[config.mk]
export PLATFORM = sky130hd
export DESIGN_NAME = execute_cycle
export DESIGN_NICKNAME = d
export VERILOG_FILES = /design/src/rtl/execute_cycle_pkg.sv /design/src/rtl/execute_cycle_alu.sv /design/src/rtl/execute_cycle.sv
export SDC_FILE = /design/constraint.sdc
export NUM_CORES = 1
export LEC_CHECK = 0
export CAP_MARGIN = 0
export CORE_MARGIN = 2
export CORE_UTILIZATION = 40
export DETAILED_ROUTE_END_ITERATION = 10
export GPL_ROUTABILITY_DRIVEN = 0
export PLACE_DENSITY = 0.8
export SYNTH_ARGS = -nofsm -noshare
export SYNTH_HDL_FRONTEND = slang
export SYNTH_SLANG_ARGS = --single-unit
export TNS_END_PERCENT = 5
[constraint.sdc]
create_clock -name clk -period 10.1 [get_ports clk]
set_input_delay 2.02 -clock clk [delete_from_list [all_inputs] [get_ports clk]]
set_output_delay 2.02 -clock clk [all_outputs]
set_load 0.02 [all_outputs]
[src/rtl/execute_cycle_pkg.sv]
`default_nettype none
// ============================================================================
// Module  : execute_cycle_pkg
// Brief   : Shared encodings for the EX stage (ALU ops, forward selects,
//           result source selects).
// Revision: 1.0 - initial release
// ============================================================================
package execute_cycle_pkg;

    localparam int XLEN    = 32;
    localparam int RADDR_W = 5;

    // ALU operation codes
    localparam logic [2:0] ALU_ADD = 3'b000;
    localparam logic [2:0] ALU_SUB = 3'b001;
    localparam logic [2:0] ALU_AND = 3'b010;
    localparam logic [2:0] ALU_OR  = 3'b011;
    localparam logic [2:0] ALU_SLT = 3'b101;

    // Operand forward selects; 2'b11 is reserved and behaves as FWD_RF
    localparam logic [1:0] FWD_RF  = 2'b00;
    localparam logic [1:0] FWD_WB  = 2'b01;
    localparam logic [1:0] FWD_MEM = 2'b10;

    // Writeback result source selects
    localparam logic [1:0] RESULT_ALU = 2'b00;
    localparam logic [1:0] RESULT_MEM = 2'b01;
    localparam logic [1:0] RESULT_PC4 = 2'b10;

endpackage : execute_cycle_pkg
`default_nettype wire

[src/rtl/execute_cycle_alu.sv]
`default_nettype none
// ============================================================================
// Module  : execute_cycle_alu
// Brief   : Combinational RV32I ALU (add, sub, and, or, signed slt) with zero.
// Revision: 1.0 - initial release
// ============================================================================
module execute_cycle_alu
    import execute_cycle_pkg::*;
#(
    parameter int XLEN_P = XLEN
) (
    input  logic [XLEN_P-1:0] SrcA,
    input  logic [XLEN_P-1:0] SrcB,
    input  logic [2:0]        ALUControl,
    output logic [XLEN_P-1:0] Result,
    output logic              Zero
);

    logic [XLEN_P-1:0] w_diff;
    logic              w_overflow;
    logic              w_less;

    assign w_diff     = SrcA - SrcB;
    // Subtraction overflows when operand signs differ and the result sign
    // disagrees with A; the true signed "less than" is the sign xor overflow.
    assign w_overflow = (SrcA[XLEN_P-1] ^ SrcB[XLEN_P-1]) & (w_diff[XLEN_P-1] ^ SrcA[XLEN_P-1]);
    assign w_less     = w_diff[XLEN_P-1] ^ w_overflow;

    always_comb begin
        Result = '0;
        case (ALUControl)
            ALU_ADD: Result = SrcA + SrcB;
            ALU_SUB: Result = w_diff;
            ALU_AND: Result = SrcA & SrcB;
            ALU_OR:  Result = SrcA | SrcB;
            ALU_SLT: Result = {{(XLEN_P-1){1'b0}}, w_less};
            default: Result = '0;
        endcase
    end

    assign Zero = (Result == '0);

endmodule : execute_cycle_alu
`default_nettype wire

[src/rtl/execute_cycle.sv]
`default_nettype none
// ============================================================================
// Module  : execute_cycle
// Brief   : RV32I EX stage: operand forwarding, ALU, branch/jump resolution
//           and the EX/MEM pipeline register.
// Revision: 1.0 - initial release
// ============================================================================
module execute_cycle
    import execute_cycle_pkg::*;
(
    input  logic               clk,
    input  logic               rst,
    input  logic               RegWriteE,
    input  logic               ALUSrcE,
    input  logic               MemWriteE,
    input  logic [1:0]         ResultSrcE,
    input  logic               BranchE,
    input  logic               JumpE,
    input  logic [2:0]         ALUControlE,
    input  logic [XLEN-1:0]    RD1_E,
    input  logic [XLEN-1:0]    RD2_E,
    input  logic [XLEN-1:0]    Imm_Ext_E,
    input  logic [RADDR_W-1:0] RD_E,
    input  logic [XLEN-1:0]    PCE,
    input  logic [XLEN-1:0]    PCPlus4E,
    input  logic [XLEN-1:0]    ResultW,
    input  logic [1:0]         ForwardAE,
    input  logic [1:0]         ForwardBE,
    output logic               PCSrcE,
    output logic [XLEN-1:0]    PCTargetE,
    output logic               RegWriteM,
    output logic               MemWriteM,
    output logic [1:0]         ResultSrcM,
    output logic [RADDR_W-1:0] RD_M,
    output logic [XLEN-1:0]    ALUResultM,
    output logic [XLEN-1:0]    WriteDataM,
    output logic [XLEN-1:0]    PCPlus4M
);

    logic [XLEN-1:0]    w_srcA;
    logic [XLEN-1:0]    w_writeDataE;
    logic [XLEN-1:0]    w_srcB;
    logic [XLEN-1:0]    w_aluResultE;
    logic               w_zeroE;

    logic               r_regWriteM;
    logic               r_memWriteM;
    logic [1:0]         r_resultSrcM;
    logic [RADDR_W-1:0] r_rdM;
    logic [XLEN-1:0]    r_aluResultM;
    logic [XLEN-1:0]    r_writeDataM;
    logic [XLEN-1:0]    r_pcPlus4M;

    // Forward muxes; the reserved select falls back to the register file value
    always_comb begin
        w_srcA = RD1_E;
        case (ForwardAE)
            FWD_WB:  w_srcA = ResultW;
            FWD_MEM: w_srcA = r_aluResultM;
            default: w_srcA = RD1_E;
        endcase
    end

    always_comb begin
        w_writeDataE = RD2_E;
        case (ForwardBE)
            FWD_WB:  w_writeDataE = ResultW;
            FWD_MEM: w_writeDataE = r_aluResultM;
            default: w_writeDataE = RD2_E;
        endcase
    end

    assign w_srcB = ALUSrcE ? Imm_Ext_E : w_writeDataE;

    execute_cycle_alu #(
        .XLEN_P     (XLEN)
    ) u_alu (
        .SrcA       (w_srcA),
        .SrcB       (w_srcB),
        .ALUControl (ALUControlE),
        .Result     (w_aluResultE),
        .Zero       (w_zeroE)
    );

    assign PCTargetE = PCE + Imm_Ext_E;
    assign PCSrcE    = (BranchE & w_zeroE) | JumpE;

    always_ff @(posedge clk) begin
        if (rst) begin
            r_regWriteM  <= 1'b0;
            r_memWriteM  <= 1'b0;
            r_resultSrcM <= 2'b00;
            r_rdM        <= '0;
            r_aluResultM <= '0;
            r_writeDataM <= '0;
            r_pcPlus4M   <= '0;
        end else begin
            r_regWriteM  <= RegWriteE;
            r_memWriteM  <= MemWriteE;
            r_resultSrcM <= ResultSrcE;
            r_rdM        <= RD_E;
            r_aluResultM <= w_aluResultE;
            r_writeDataM <= w_writeDataE;
            r_pcPlus4M   <= PCPlus4E;
        end
    end

    assign RegWriteM  = r_regWriteM;
    assign MemWriteM  = r_memWriteM;
    assign ResultSrcM = r_resultSrcM;
    assign RD_M       = r_rdM;
    assign ALUResultM = r_aluResultM;
    assign WriteDataM = r_writeDataM;
    assign PCPlus4M   = r_pcPlus4M;

endmodule : execute_cycle
`default_nettype wire

==> run summary <==
Final routed DRC violation total: 0
Area enclosed by the die boundary: 0.02816 sq mm
Vias per cell: 5.754
Clock tree root driver cell: clkbuf_16
Adder-Cell Fraction of Synth Area: 0.1706
H-tree levels: 3
EDFF count, synth: 0
Chip width: 167.8 um
Sort of element at the start of the critical path: primary input
Final hold violation count: 0
Register clock-pin slew on the reported worst setup and hold paths: 0.08 ns
Max incr delay on CP: 0.49 ns
Share of the cycle needed by the critical path after routing: 1.002
Kind of end point of the critical path: output port
Fraction of layout cells with a size suffix above 1: 0.1469
Worst setup skew after layout: 0.01914 ns
Type of the worst min-delay path: flop to flop
Worst r2r dst: ALUResultM[31]$_SDFF_PP0_
Highest-delay cell along the critical path: clkdlybuf4s50_1
Compound-gate portion of the synthesized area: 0.3032
Synthesized area per cell: 7.132 sq um
Area share of and/or/nand/nor cells after synthesis: 0.2188
Number of nets with antenna violations after detailed routing: 0
Estimated wirelength of the detail-placed design: 36.38 mm
Most frequent cells in the layout: clkdlybuf4s50_1 (344), buf_4 (214), nor2_1 (190)
Number of buffers on the longest clock path: 2
Vertical extent of the die: 167.8 um
Worst min-delay path endpoint: WriteDataM[26]$_SDFF_PP0_
Post-CTS Hold Fix Bufs: 0
DRT Wirelength: 45.53 mm
Post-Syn Nets: 1862
Type of the setup path with the least slack: primary input to output port
Status: finished with violations
Ports: 351
Top_reg_cell synth: dfxtp_1
Count of input and output buffers: 350
Critical Path Fanout Max: 8
Tightest Pin Transition: 0.9083 ns
Synth warn: 0
Initial cell density of the core: 0.4096
Wire length of the first global-routing pass: 70.64 mm
Pwr per Cell Area: 125.1 mW/mm^2
Initial antenna violation count: 1
Via total after detailed routing: 13454
Layout-stage area growth over the synthesis result: 54.07%
Largest family of logic cells by synthesized area: compound AO/OA/AOI/OAI gates
Std-Cell Core Area: 0.02621 sq mm
Worst r2r path cells: 26
Worst hold margin: 0.6879 ns
Flip-flop and latch count after synthesis: 105
Max-slew violation count: 0
Number of maximum-capacitance violations: 0
Post-synthesis instance area: 0.01073 sq mm
Reg-to-Reg Start: ALUResultM[18]$_SDFF_PP0_
Filler Cells Inserted: 2276
Sequential cell area fraction in the yosys report: 0.1958
Peak ir drop on the vdd network: 0.07917 mV
Maximum clock frequency: 0.09878 GHz
Drt pass-1 iters: 7
Average detailed-routed wire length per instance: 19.47 um
Worst endpoint required time: 8.08 ns
Slew Limit Headroom: 0.3926
Multiplexer fraction of the synthesized cell area: 0.007693
Most common cell after layout, fill and taps aside: clkdlybuf4s50_1
Post-layout instance count excluding filler cells: 2338
Crit path DAT: 8.10 ns
1st-iter DRT viols: 1363
Total Routing Usage GR: 0.3121
Post-layout min period: 10.12 ns
Inst Count DP: 2314
Largest net degree at the start of global routing: 65
Placement row count: 59
Violations in the final reports: setup timing
Library cells used by synthesis: 79
Clock sink count: 105
GRT overflow: 0
Cell occurring most often along the worst timing path: nor2_1
Final setup violation count: 1
LEAKAGE: 7.218 nW
XOR/XNOR Fraction of Synth Area: 0.03182
Unrepaired setup endpoints after global routing: yes
CTS tree: built
Vias in the first global route: 13439
Fin worst setup slack: -0.02306 ns
Synth Instances: 1505
Final net count: 2354
Ys async rst share: 0
Inserted Clock Buffers: 9
R2R setup slack: 5.45 ns
Min-delay src: ALUResultM[26]$_SDFF_PP0_
Source-to-sink clock delay at the later pin of the worst-skew pair: 0.37 ns
Hold path depth: 4
==> layer usage <==
layer  wire, um  global-route usage
met1      18520              0.3929
met2      20590              0.5244
met3       4871             0.06582
met4       1546              0.1180
met5          0                   0
==> area by class of cell <==
cell class                      instances  area, sq um  share of cell area
Multi-Input combinational cell       1197         8066              0.4877
Timing Repair Buffer                  571         5238              0.3167
Sequential cell                       105         2102              0.1271
Inverter                              113        424.2             0.02565
Tap cell                              335        419.2             0.02534
Clock buffer                           10        229.0             0.01384
Clock inverter                          6        57.56            0.003480
Antenna cell                            1        2.502           0.0001513
==> power by group <==
group / switching (mW) / leakage [nW] / internal [mW] / total, mW
registers: 0.0221 / 0.869 / 0.449 / 0.471
clock network: 0.192 / 0.141 / 0.175 / 0.366
logic: 0.658 / 6.21 / 0.573 / 1.23
==> through the flow <==
step                      utilization  setup TNS (ns)  area, sq um  total power, mW  setup slack [ns]
after floorplan                     -               0        10730            1.099            0.2943
after global placement         0.6109         -0.7798        16010            1.620           -0.7798
after detailed placement       0.6109          -1.114        16010            1.641            -1.114
after CTS                      0.6300               0        16510            2.044          0.009535
after global routing           0.6311         -0.4369        16540            2.180           -0.4369
final                          0.6311        -0.02306        16540            2.069          -0.02306
==> kinds of logic (layout without fill, tap and decap cells) <==
kind of cell	Yosys count	in the layout
buffers and inverters	203	700
xor gates and xnor gates	39	39
muxes	8	8
adders and majority gates	144	144
other	0	1
DFF	105	105
and+or+nand+nor	503	503
AOI/OAI and AO/OA	503	503
==> timing repair <==
item	CTS	global route
gates resized for setup	59	12
buffers inserted	7	0
cloned	0	0
setup endpoints to repair	1	1
pin swaps	20	2
hold endpoints to repair	0	0
==> worst max-delay path, delay by kind of cell <==
kind	cells	cell delay, ns
AO/OA/AOI/OAI	14	2.62
adder cells (fa/ha/maj)	3	0.75
buffers and inverters	4	0.94
AND/OR/NAND/NOR	12	1.75
==> how the worst max path moves through the flow <==
stage / start / endpoint / slack (ns) / cells past startpoint
after floorplan: ForwardBE[0] / PCSrcE / 0.29 / 34
after global routing: ForwardAE[0] / PCSrcE / -0.44 / 33
final: ForwardAE[0] / PCSrcE / -0.02 / 33
after CTS: ForwardAE[0] / PCSrcE / 0.01 / 34
after detailed placement: ForwardBE[0] / PCSrcE / -1.11 / 32
after global placement: ForwardBE[1] / PCSrcE / -0.78 / 33
==> Yosys cell counts (5+ instances only) <==
master,number,share of area
o21bai_1,12,0.0084
inv_1,113,0.040
dfxtp_1,105,0.20
xnor2_1,28,0.023
nor4_1,12,0.0070
nor3_1,23,0.011
and3_1,9,0.0052
nor2_1,191,0.067
o21ai_0,116,0.054
nor2b_1,62,0.036
nand2_1,125,0.044
nand4_1,8,0.0047
mux2i_1,6,0.0056
a221o_1,7,0.0065
or2_2,5,0.0029
o31ai_1,15,0.010
a31o_2,5,0.0041
nand2b_1,17,0.0099
a22oi_1,66,0.046
buf_2,9,0.0042
a211oi_1,13,0.0091
buf_1,8,0.0028
ha_1,140,0.16
a21oi_1,140,0.065
nand3_1,22,0.010
a31oi_1,9,0.0052
o21a_1,14,0.0098
o211ai_1,14,0.0098
a211o_1,5,0.0041
a21o_1,25,0.017
o221ai_1,7,0.0057
xor2_1,11,0.0090
clkbuf_1,73,0.026
==> registers in the layout, indices dropped and copies added (netlist names) <==
signal and cells:
PCPlus4M 32, ALUResultM 32, MemWriteM 1, WriteDataM 32, RegWriteM 1, RD_M 5
ResultSrcM 2
Power figures use the tool's default switching activity.
